==> config.mk <==
export PLATFORM = sky130hd
export DESIGN_NAME = regfile_bypass_flat
export DESIGN_NICKNAME = d
export VERILOG_FILES = /design/src/rtl/regfile_bypass_if.sv /design/src/rtl/regfile_bypass.sv /design/src/flat_wrapper.sv
export SDC_FILE = /design/constraint.sdc
export NUM_CORES = 1
export LEC_CHECK = 0
export ABC_CLOCK_PERIOD_IN_PS = 2650
export CAP_MARGIN = 20
export CORE_MARGIN = 5
export CORE_UTILIZATION = 59
export DETAILED_ROUTE_END_ITERATION = 7
export MAX_ROUTING_LAYER = met4
export PLACE_DENSITY = 0.91
export SLEW_MARGIN = 10
export SYNTH_ARGS = -nofsm -noshare
export SYNTH_HDL_FRONTEND = slang
export SYNTH_SLANG_ARGS = --single-unit
export TNS_END_PERCENT = 30
==> constraint.sdc <==
create_clock -name clk -period 2.65 [get_ports clk]
set_input_delay 0.53 -clock clk [delete_from_list [all_inputs] [get_ports clk]]
set_output_delay 0.53 -clock clk [all_outputs]
set_load 0.02 [all_outputs]
==> src/rtl/regfile_bypass_if.sv <==
// Register-file port bundle: writeback-stage write port, two decode read ports, and the err flag.
// The master drives selects and write data; the slave (register file) returns read data and err.
interface regfile_bypass_if #(
  parameter int N     = 16,
  parameter int SEL_W = 3
);
  logic [SEL_W-1:0] read1RegSel;
  logic [SEL_W-1:0] read2RegSel;
  logic [SEL_W-1:0] writeRegSel;
  logic [N-1:0]     writeData;
  logic             writeEn;
  logic [N-1:0]     read1Data;
  logic [N-1:0]     read2Data;
  logic             err;

  modport master (
    output read1RegSel, read2RegSel, writeRegSel, writeData, writeEn,
    input  read1Data, read2Data, err
  );

  modport slave (
    input  read1RegSel, read2RegSel, writeRegSel, writeData, writeEn,
    output read1Data, read2Data, err
  );
endinterface

==> src/rtl/regfile_bypass.sv <==
// 8 x 16-bit architectural register file with same-cycle write-to-read bypass.
// Reads are combinational; a write is visible on a matching read port in its own cycle.
module regfile_bypass #(
  parameter int N        = 16,
  parameter int NUM_REGS = 8,
  parameter int SEL_W    = 3
) (
  input  logic            clk,
  input  logic            rst,
  regfile_bypass_if.slave rf
);

  logic [N-1:0] w_regs [NUM_REGS];
  logic [N-1:0] w_read1_store;
  logic [N-1:0] w_read2_store;
  logic         w_bypass1;
  logic         w_bypass2;
  logic         r_err;

  // One independent register per index, each with its own decoded load enable.
  genvar gi;
  generate
    for (gi = 0; gi < NUM_REGS; gi++) begin : g_reg
      logic [N-1:0] r_data;
      logic         w_load;

      assign w_load = rf.writeEn && (rf.writeRegSel == SEL_W'(gi));

      always_ff @(posedge clk) begin
        if (rst) begin
          r_data <= '0;
        end else if (w_load) begin
          r_data <= rf.writeData;
        end
      end

      assign w_regs[gi] = r_data;
    end
  endgenerate

  always_ff @(posedge clk) begin
    r_err <= rf.writeEn & rst;
  end

  assign w_read1_store = w_regs[rf.read1RegSel];
  assign w_read2_store = w_regs[rf.read2RegSel];

  // Bypass is blocked during reset because the write itself is being dropped.
  assign w_bypass1 = rf.writeEn && !rst && (rf.writeRegSel == rf.read1RegSel);
  assign w_bypass2 = rf.writeEn && !rst && (rf.writeRegSel == rf.read2RegSel);

  assign rf.read1Data = w_bypass1 ? rf.writeData : w_read1_store;
  assign rf.read2Data = w_bypass2 ? rf.writeData : w_read2_store;
  assign rf.err       = r_err;

endmodule

==> src/flat_wrapper.sv <==
// flat-port wrapper written by rule: the top's interface ports become plain ports
module regfile_bypass_flat 
#(
  parameter int N        = 16,
  parameter int NUM_REGS = 8,
  parameter int SEL_W    = 3
)
  (clk, rst, rf_read1RegSel, rf_read2RegSel, rf_writeRegSel, rf_writeData, rf_writeEn, rf_read1Data, rf_read2Data, rf_err);
  regfile_bypass_if #(.N(N), .SEL_W(SEL_W)) rf_i ();
  input  logic clk;
  input  logic rst;
  input wire logic [$bits(rf_i.read1RegSel)-1:0] rf_read1RegSel;
  input wire logic [$bits(rf_i.read2RegSel)-1:0] rf_read2RegSel;
  input wire logic [$bits(rf_i.writeRegSel)-1:0] rf_writeRegSel;
  input wire logic [$bits(rf_i.writeData)-1:0] rf_writeData;
  input wire logic [$bits(rf_i.writeEn)-1:0] rf_writeEn;
  output wire logic [$bits(rf_i.read1Data)-1:0] rf_read1Data;
  output wire logic [$bits(rf_i.read2Data)-1:0] rf_read2Data;
  output wire logic [$bits(rf_i.err)-1:0] rf_err;
  assign rf_i.read1RegSel = rf_read1RegSel;
  assign rf_i.read2RegSel = rf_read2RegSel;
  assign rf_i.writeRegSel = rf_writeRegSel;
  assign rf_i.writeData = rf_writeData;
  assign rf_i.writeEn = rf_writeEn;
  assign rf_read1Data = rf_i.read1Data;
  assign rf_read2Data = rf_i.read2Data;
  assign rf_err = rf_i.err;
  regfile_bypass #(.N(N), .NUM_REGS(NUM_REGS), .SEL_W(SEL_W)) u_core (.clk(clk), .rst(rst), .rf(rf_i));
endmodule
==> flow_summary.yaml <==
outcome:
  status: "finished, violations left"
  violations: "DRC"
worst_setup_path:
  end_kind: "output pin"
  crit_type: "input port to output pin"
  worst_ep_required_time_ps: 2120
  r2r_start: "u_core.g_reg[4].r_data[9]"
  r2r_end: "u_core.g_reg[4].r_data[9]"
  crit_path_start_kind: "input port"
  rr_worst_depth: 2
  cp_max_fo: 6
  worstPathArrival_ps: 2110
  reg2reg_slack_ps: 1900
route:
  first_pass_iters: 8
  drt_iter0_markers: 931
  routed_wl_um: 23200
  viasPerCell: 6.60
  route.antenna.remaining_nets: 0
  vias: 6565
  wl_per_cell_um: 23.3
  drc: 1
grt:
  grt-ovfl-total: 0
  antenna_found_initial: 1
  grt_max_degree: 91
  track_usage: 0.335
  grt_pass1_wl_um: 36100
  first_global_vias: 6736
sta:
  finalSetupViolCount: 0
  rsz0062_at_grt: "no"
  clock_skew_ps: 0
  worst_pin_slew_ps: 910
  fin_crit_sh: 0.995
  relSlewSlack: 0.393
  drv_slew: 0
  period_needed_ps: 2640
  fmax_mhz: 379
  final-hold-violation-count: 0
  holdWs_ps: 465
clock_tree:
  htree_num_levels: 4
  clk_pin_slew_worst_paths_ps: 50
  clk_latency_ps: 410
  cts_buffers: 17
  cts.path.max_buffers: 2
  postCtsHoldBufs: 0
  cts.sinks: 129
  tritoncts: "built"
  cts_root_buf: "clkbuf_16"
layout:
  fillers: 776
  utilization: 0.741
  drive_gt1_frac: 0.319
  layout.nets: 862
  syn_to_final_growth_pct: 22.7
  instances_no_fill: 995
synthesis:
  synthTopCellsByCount: "nand2_1 (256), dfxtp_1 (129), a21oi_1 (128)"
  ys_types: 25
  yosysTopAreaCellShare: 0.356
  ys_async_sr_fraction: 0
  yosys.area_share.xor_xnor: 0.00724
  netlist_area_um2: 7260
  synth_ff_type: "dfxtp_1"
  synth_top_family_by_area: "multiplexers"
  synth_simple_gate_area_share: 0.161
  yosys_warnings: 0
  ys_top_cells_by_area: "dfxtp_1 (36%), nand2_1 (13%), mux4_2 (11%), mux4_1 (11%), a21oi_1 (8.8%)"
  synth_nets: 778
  synthAdderAreaFrac: 0
  synth_edf_count: 0
  syn_area_per_cell_um2: 9.67
  yosysTopAreaCell: "dfxtp_1"
  netlist_instances: 750
  yosysMostFrequentCell: "nand2_1"
  synthMuxAreaShare: 0.324
  synth_compound_area_frac: 0.0883
  synth_seq_cells: 129
  seq_area_frac_synth: 0.356
placement:
  place_hpwl_um: 14800
  numPortBuffers: 60
  gp_congestion: 0.885
  dp.cells: 952
worst_hold_path:
  holdPathEnd: "u_core.g_reg[1].r_data[13]"
  hold_class: "flop to flop"
  whs_path_depth: 2
  hold_start: "u_core.g_reg[1].r_data[13]"
floorplan:
  die_h_um: 121
  dieArea_um2: 14600
  core_um2: 12000
  io_pins: 61
  dieWidth_um: 121
  initial_core_util: 0.604
  fp-row-count: 40
power_and_ir_drop:
  totalPowerFinal_mw: 5.00
  leakagePower_nw: 3.57
  peakVddDrop_uv: 681
  power_density_nw_per_um2: 562
job:
  maxCapViolations: 0
==> state kept, by name, indices dropped and copies added (netlist names) <==
name and flops:
u_core.g.r_data 128, u_core.rf.err 1
==> power by group <==
| group | total [mW] | internal (mW) | switching [mW] |
|---|---|---|---|
| clock network | 2.34 | 1.48 | 0.864 |
| logic | 0.644 | 0.305 | 0.338 |
| registers | 2.02 | 1.98 | 0.0331 |
| total | 5.00 | 3.77 | 1.24 |
==> worst max path at each step <==
| stage | startpoint | endpoint | slack (ps) | cells after the start |
|---|---|---|---|---|
| finish | rf_read2RegSel[1] | rf_read2Data[1] | 10 | 6 |
| global route | rf_read1RegSel[0] | rf_read1Data[15] | 4 | 6 |
| CTS | rf_read2RegSel[0] | rf_read2Data[12] | -90 | 6 |
| detailed placement | rf_read1RegSel[0] | rf_read1Data[5] | -480 | 6 |
| global placement | rf_read1RegSel[0] | rf_read1Data[13] | -450 | 6 |
| floorplan | rf_read2RegSel[1] | rf_read2Data[12] | 240 | 6 |
==> worst max-delay path: stages <==
cell    delay (ps)
buf_6          140
buf_12         150
mux4_2         550
mux2_2         290
mux2_2         270
buf_2          160
==> layout make-up <==
class                      instances  area, um2  area share
antenna                            1       2.50    0.000281
timing repair buffer             148       1300       0.146
clock buffer                      23        488      0.0548
multi-input combinational        538       4240       0.476
tap                              147        184      0.0207
clock inverter                     9        105      0.0118
sequential                       129       2580       0.290
==> layout by cell type (no fill, tap or decap), types with 3 or more instances in the layout <==
| cell type | instances |
|---|---|
| nand2_1 | 256 |
| and4b_1 | 3 |
| dlygate4sd2_1 | 3 |
| mux4_1 | 21 |
| mux2_2 | 42 |
| xnor2_1 | 5 |
| mux2_4 | 22 |
| dfxtp_1 | 129 |
| clkinvlp_4 | 4 |
| buf_4 | 72 |
| mux4_2 | 43 |
| buf_2 | 31 |
| buf_6 | 8 |
| nand4bb_1 | 3 |
| clkbuf_8 | 4 |
| a21oi_1 | 128 |
| nor4bb_4 | 3 |
| buf_12 | 10 |
| nand4b_1 | 3 |
| clkinv_2 | 3 |
| clkbuf_16 | 17 |
| clkdlybuf4s50_1 | 18 |
==> logic make-up after synthesis <==
kind of cell / Yosys count
and+or+nand+nor: 276
DFF: 129
buffers and inverters: 83
AOI/OAI and AO/OA: 128
muxes: 128
xor gates and xnor gates: 6
==> stage by stage <==
| stage | area (um2) | worst slack, ps | setup TNS, ps |
|---|---|---|---|
| detailed placement | 8310 | -481 | -13030 |
| CTS | 8930 | -94.8 | -479 |
| global placement | 8310 | -452 | -12220 |
| global route | 8900 | 4.25 | 0 |
| floorplan | 7260 | 243 | 0 |
| finish | 8900 | 12.9 | 0 |
==> what timing repair did <==
item	4_1_cts	5_1_grt
resized for setup	144	19
gates cloned	2	0
pin swaps	1	0
buffers inserted	8	0
endpoints found under the hold margin	0	0
setup endpoints to repair	32	23
==> per-layer routing <==
metal  up-vias  track usage  wire [um]
met5         -            -          0
met4         0        0.183       1270
met3       131       0.0867       2610
met2       524        0.553      11400
met1      3095        0.373       7930
li1       2815            -          -
Note: power is estimated with default switching activity, not from simulation.
==> RTL change 1 (same flow settings) <==
`N` is set to 16 in 3 places; all go to 18.
--- a/src/rtl/regfile_bypass_if.sv
+++ b/src/rtl/regfile_bypass_if.sv
@@ -1,7 +1,7 @@
 // Register-file port bundle: writeback-stage write port, two decode read ports, and the err flag.
 // The master drives selects and write data; the slave (register file) returns read data and err.
 interface regfile_bypass_if #(
-  parameter int N     = 16,
+  parameter int N     = 18,
   parameter int SEL_W = 3
 );
   logic [SEL_W-1:0] read1RegSel;
--- a/src/rtl/regfile_bypass.sv
+++ b/src/rtl/regfile_bypass.sv
@@ -1,7 +1,7 @@
 // 8 x 16-bit architectural register file with same-cycle write-to-read bypass.
 // Reads are combinational; a write is visible on a matching read port in its own cycle.
 module regfile_bypass #(
-  parameter int N        = 16,
+  parameter int N        = 18,
   parameter int NUM_REGS = 8,
   parameter int SEL_W    = 3
 ) (
--- a/src/flat_wrapper.sv
+++ b/src/flat_wrapper.sv
@@ -1,7 +1,7 @@
 // flat-port wrapper written by rule: the top's interface ports become plain ports
 module regfile_bypass_flat 
 #(
-  parameter int N        = 16,
+  parameter int N        = 18,
   parameter int NUM_REGS = 8,
   parameter int SEL_W    = 3
 )
Interface: changed (resized rf_read1Data, rf_read2Data and rf_writeData); port bits go from 61 to 67. No check against the original RTL was run, so the function may have changed too.
==> RTL change 1 against the original RTL <==
The flow finishes with violations (DRC, setup timing); synthesized cell count is 12% higher; sequential cell count is 16 higher; sequential power is 13% higher; clock skew stayed put; total power is 15% higher; routed wire length is 64% higher; final area is 15% higher; setup slack worse by 0.22 ns; critical endpoint is now rf_read1Data[17]; synthesized area is 13% higher; maximum frequency is 7.8% lower.
==> RTL change 1: results (changes against the original RTL) <==
| Metric | Value |
|---|---|
| Outcome | complete, but fails checks |
| Failing checks | DRC, setup timing |
| Layout fillers | 806 (+3.9%) |
| Synth Area in Compound Gates | 8.785% (-0.045 points) |
| Xor/xnor share of the synthesized area | 0.6405% (-0.084 points) |
| GRT met3 Usage | 21.25% (+13 points) |
| Placer Congestion | 0.9114 (+2.9%) |
| Via Count | 8851 (+35%) |
| Final core occ | 74.09% (about the same) |
| Syn avg cell area | 9.802 sq um (+1.3%) |
| Top post-synthesis cells by count | nand2_1, dfxtp_1, a21oi_1, mux4_1, mux2_2 |
| Global-route wire length before repair | 53.45 mm (+48%) |
| Dpl hpwl | 18.16 mm (+22%) |
| Largest net degree at the start of global routing | 96 (+5.5%) |
| Drt initial violations | 2333 (+150%) |
| Hold Worst Slack | 0.4764 ns (+0.01100 ns) |
| WL/cell | 33.62 um (+44%) |
| Post-synthesis mux area share | 33.17% (+0.79 points) |
| Worst setup margin | -0.2111 ns (-0.2239 ns) |
| Worst slew margin | 22.77% (-17 points) |
| # nets final | 970 (+13%) |
| Final setup vio count | 16 (+16) |
| Post-route setup TNS | -0.5249 ns (-0.5249 ns) |
| FF-to-FF End | u_core.g_reg[6].r_data[7] |
| Synth top area cells | dfxtp_1, mux4_1, nand2_1 |
| Vias in the first global route | 8598 (+28%) |
| DRC | 172 (+171) |
| Hold Crit Start | u_core.g_reg[2].r_data[4] |
| Arrival time worst endpoint | 2.33 ns (+0.22 ns) |
| M1 wire length | 11.45 mm (+44%) |
-- RTL change 1: cell types whose count changed after synthesis, sizes merged --
cell / change
dfxtp: +16
a21oi: +16
and2b: -1
nor2b: +1
mux4: +8
clkbuf: -16
buf: +23
nand2: +32
mux2: +8
-- RTL change 1: report_power, final --
part           switching [W]  total (W)  internal [W]
sequential         0.0000520    0.00228       0.00223
clock                0.00102    0.00263       0.00161
combinational       0.000470   0.000843      0.000373
-- RTL change 1: final cells by class --
class | count | area share (%)
diodes | 1 | 0.02452
flip-flops and latches | 145 | 28.47
repair buffers | 174 | 16.39
multi-input cells | 602 | 46.84
clock buffers | 20 | 4.475
well taps | 180 | 2.207
clock inverters | 12 | 1.594
-- RTL change 1: timing repair --
action	in CTS	in global routing
hold buffers	0	0
gates resized for setup	196	49
buffers inserted	8	5
endpoints found under the setup margin	36	30
pin swaps	2	0
cloned	7	1
-- RTL change 1: critical path, delay by kind of cell --
family                 cells  cell delay (ns)
buffers and inverters      3             0.45
multiplexers               3             1.35
==> RTL change 2 (same settings) <==
Made on the original files. Make the reset (`rst`) asynchronous in one clocked block.
--- a/src/rtl/regfile_bypass.sv
+++ b/src/rtl/regfile_bypass.sv
@@ -26,7 +26,7 @@
 
       assign w_load = rf.writeEn && (rf.writeRegSel == SEL_W'(gi));
 
-      always_ff @(posedge clk) begin
+      always_ff @(posedge clk or posedge rst) begin
         if (rst) begin
           r_data <= '0;
         end else if (w_load) begin
Function: differs if rst is asserted again (counterexample within 4 cycles, from zero or initial values and one cycle with rst high); with rst held inactive, the same outputs for 4 cycles.
==> RTL change 2 against the original RTL <==
Setup slack lost 0.0075 ns; routed wire length shrank 9.4%; synthesized cell count shrank 39%; first-iteration DRC count shrank 37%; synthesized area grew 3.6%; final area grew 6.0%; non-clock buffer count shrank 12; sequential cell count is the same; critical path type unchanged.
Power is not compared: it rests on default switching activity, and its combinational part moved more than twofold at a synthesized area within 25%.
==> RTL change 2: results (changes against the original RTL) <==
| Metric | Value |
|---|---|
| Hold Worst Slack | 0.5204 ns (+0.05497 ns) |
| WHS Endpoint | u_core.g_reg[5].r_data[7] |
| Via/cell ratio | 6.738 (+2.1%) |
| Register area share after synthesis | 42.86% (+7.3 points) |
| Reg2reg start | u_core.g_reg[4].r_data[2] |
| Synth top area cells | dfrtp_1, mux2_2, mux4_1 |
| Initial antenna violation count | 0 (-1) |
| Placer Congestion | 0.8068 (-8.9%) |
| Share of cells above drive strength 1 | 64.92% (+33 points) |
| Hold path depth | 1 (-1) |
| Distinct cells, synth | 21 (-16%) |
| Reg2reg path depth | 1 (-1) |
| Max incr delay on CP | 0.58 ns (+0.03 ns) |
| # nets final | 589 (-32%) |
| FF-to-FF End | u_core.g_reg[4].r_data[2] |
| Vias in the first global route | 5350 (-21%) |
| GRT Overall Usage | 29.70% (-3.9 points) |
| WL final | 21.03 mm (-9.4%) |
| Dpl hpwl | 11.80 mm (-20%) |
| Slew @ Worst Pin | 0.7040 ns (-0.2065 ns) |
| Async SR Flop Fraction | 99.22% (+99 points) |
| Clk root buf | clkbuf_16 |
| Largest net degree at the start of global routing | 129 (+42%) |
| Synth warn | 0 (unchanged) |
| Crit path from | rf_read1RegSel[0] |
| Global-route wire length before repair | 31.63 mm (-13%) |
| Top post-synthesis cells by count | mux2_2, dfrtp_1, mux4_1, buf_1, buf_2 |
| Port bufs | 60 (unchanged) |
| Crit Path Max Fanout | 15 (+9) |
| Main flop type after synthesis | dfrtp_1 |
| Initial DRT Pass Iterations | 5 (-3) |
| Outcome | complete, no violations |
| Largest Register | u_core.g.r_data |
| Syn Nets | 484 (-38%) |
| Slowest stage cell, crit path | mux4_1 |
| Reg-to-reg slack, setup | 1.81 ns (-0.09 ns) |
| Ant. Diodes | 0 (-1) |
| Drt initial violations | 589 (-37%) |
| Lkg Pwr | 4.128 nW |
| Hold Crit Start | u_core.g_reg[5].r_data[7] |
| Clock power share | 31.9% |
RTL change 2: changes by cell type after synthesis, moves of 4 or more:
cell,before,now
a21oi_1,128,0
nand2_1,256,1
dfxtp_1,129,1
buf_4,2,6
buf_1,0,16
mux4_1,29,51
mux4_2,35,13
dfrtp_1,0,128
mux2_4,21,8
clkbuf_1,54,4
mux2_2,43,184
RTL change 2: metal layers:
layer / up-vias / wire, um / GRT usage (%)
met5: - / 0 / -
met1: 2658 / 8167 / 36.31
li1: 2013 / - / -
met2: 276 / 10470 / 46.50
met3: 73 / 1551 / 8.051
met4: 0 / 833 / 13.72
RTL change 2: cell type report:
| type | instances | area [sq um] |
|---|---|---|
| multi-input cells | 276 | 3971 |
| well taps | 172 | 215.2 |
| flip-flops and latches | 129 | 3223 |
| inverters | 1 | 7.507 |
| fillers | 713 | 3133 |
| repair buffers | 136 | 1449 |
| clock inverters | 5 | 50.05 |
| clock buffers | 26 | 519.2 |
RTL change 2: cell families (layout without fill, tap and decap cells):
group / after synthesis / after routing / synth area share, %
simple gates: 14 / 14 / 1.498
mux: 256 / 256 / 50.87
buf+inv: 51 / 168 / 4.076
flops: 129 / 129 / 42.86
xor+xnor: 6 / 6 / 0.6988
RTL change 2: how the worst max path moves through the flow:
stage,endpoint,cells after the start
global route,rf_read1Data[10],6
detailed placement,rf_read1Data[10],6
CTS,rf_read1Data[2],7
finish,rf_read1Data[0],6
global placement,rf_read1Data[12],6
floorplan,rf_read1Data[0],5
RTL change 2: through the flow:
| step | cell area, sq um | utilization, % | worst slack, ns | std cells | total power, W |
|---|---|---|---|---|---|
| finish | 9435 | 75.07 | 0.005339 | 745 | 0.007116 |
| CTS | 9266 | 73.73 | -0.02178 | 740 | 0.007000 |
| global placement | 8632 | 68.68 | -0.7303 | 697 | 0.004625 |
| detailed placement | 8632 | 68.68 | -0.7420 | 697 | 0.004770 |
| global route | 9435 | 75.07 | -0.01748 | 745 | 0.007386 |
| floorplan | 7523 | - | 0.2419 | 456 | 0.004052 |
RTL change 2: repair_timing:
action	4_1_cts	5_1_grt
resized for setup	181	40
setup endpoints to repair	32	32
pin swaps	2	2
endpoints found under the hold margin	0	0
gates cloned	5	3
setup buffers	7	2
hold buffers	0	0
RTL change 2: power by group through the flow:
stage | Clock (W) | Sequential [W] | Combinational, W
finish | 0.00227 | 0.00276 | 0.00209
global placement | 0 | 0.00266 | 0.00196
CTS | 0.00227 | 0.00272 | 0.00201
detailed placement | 0 | 0.00273 | 0.00204
floorplan | 0 | 0.00261 | 0.00144
global route | 0.00237 | 0.00279 | 0.00222
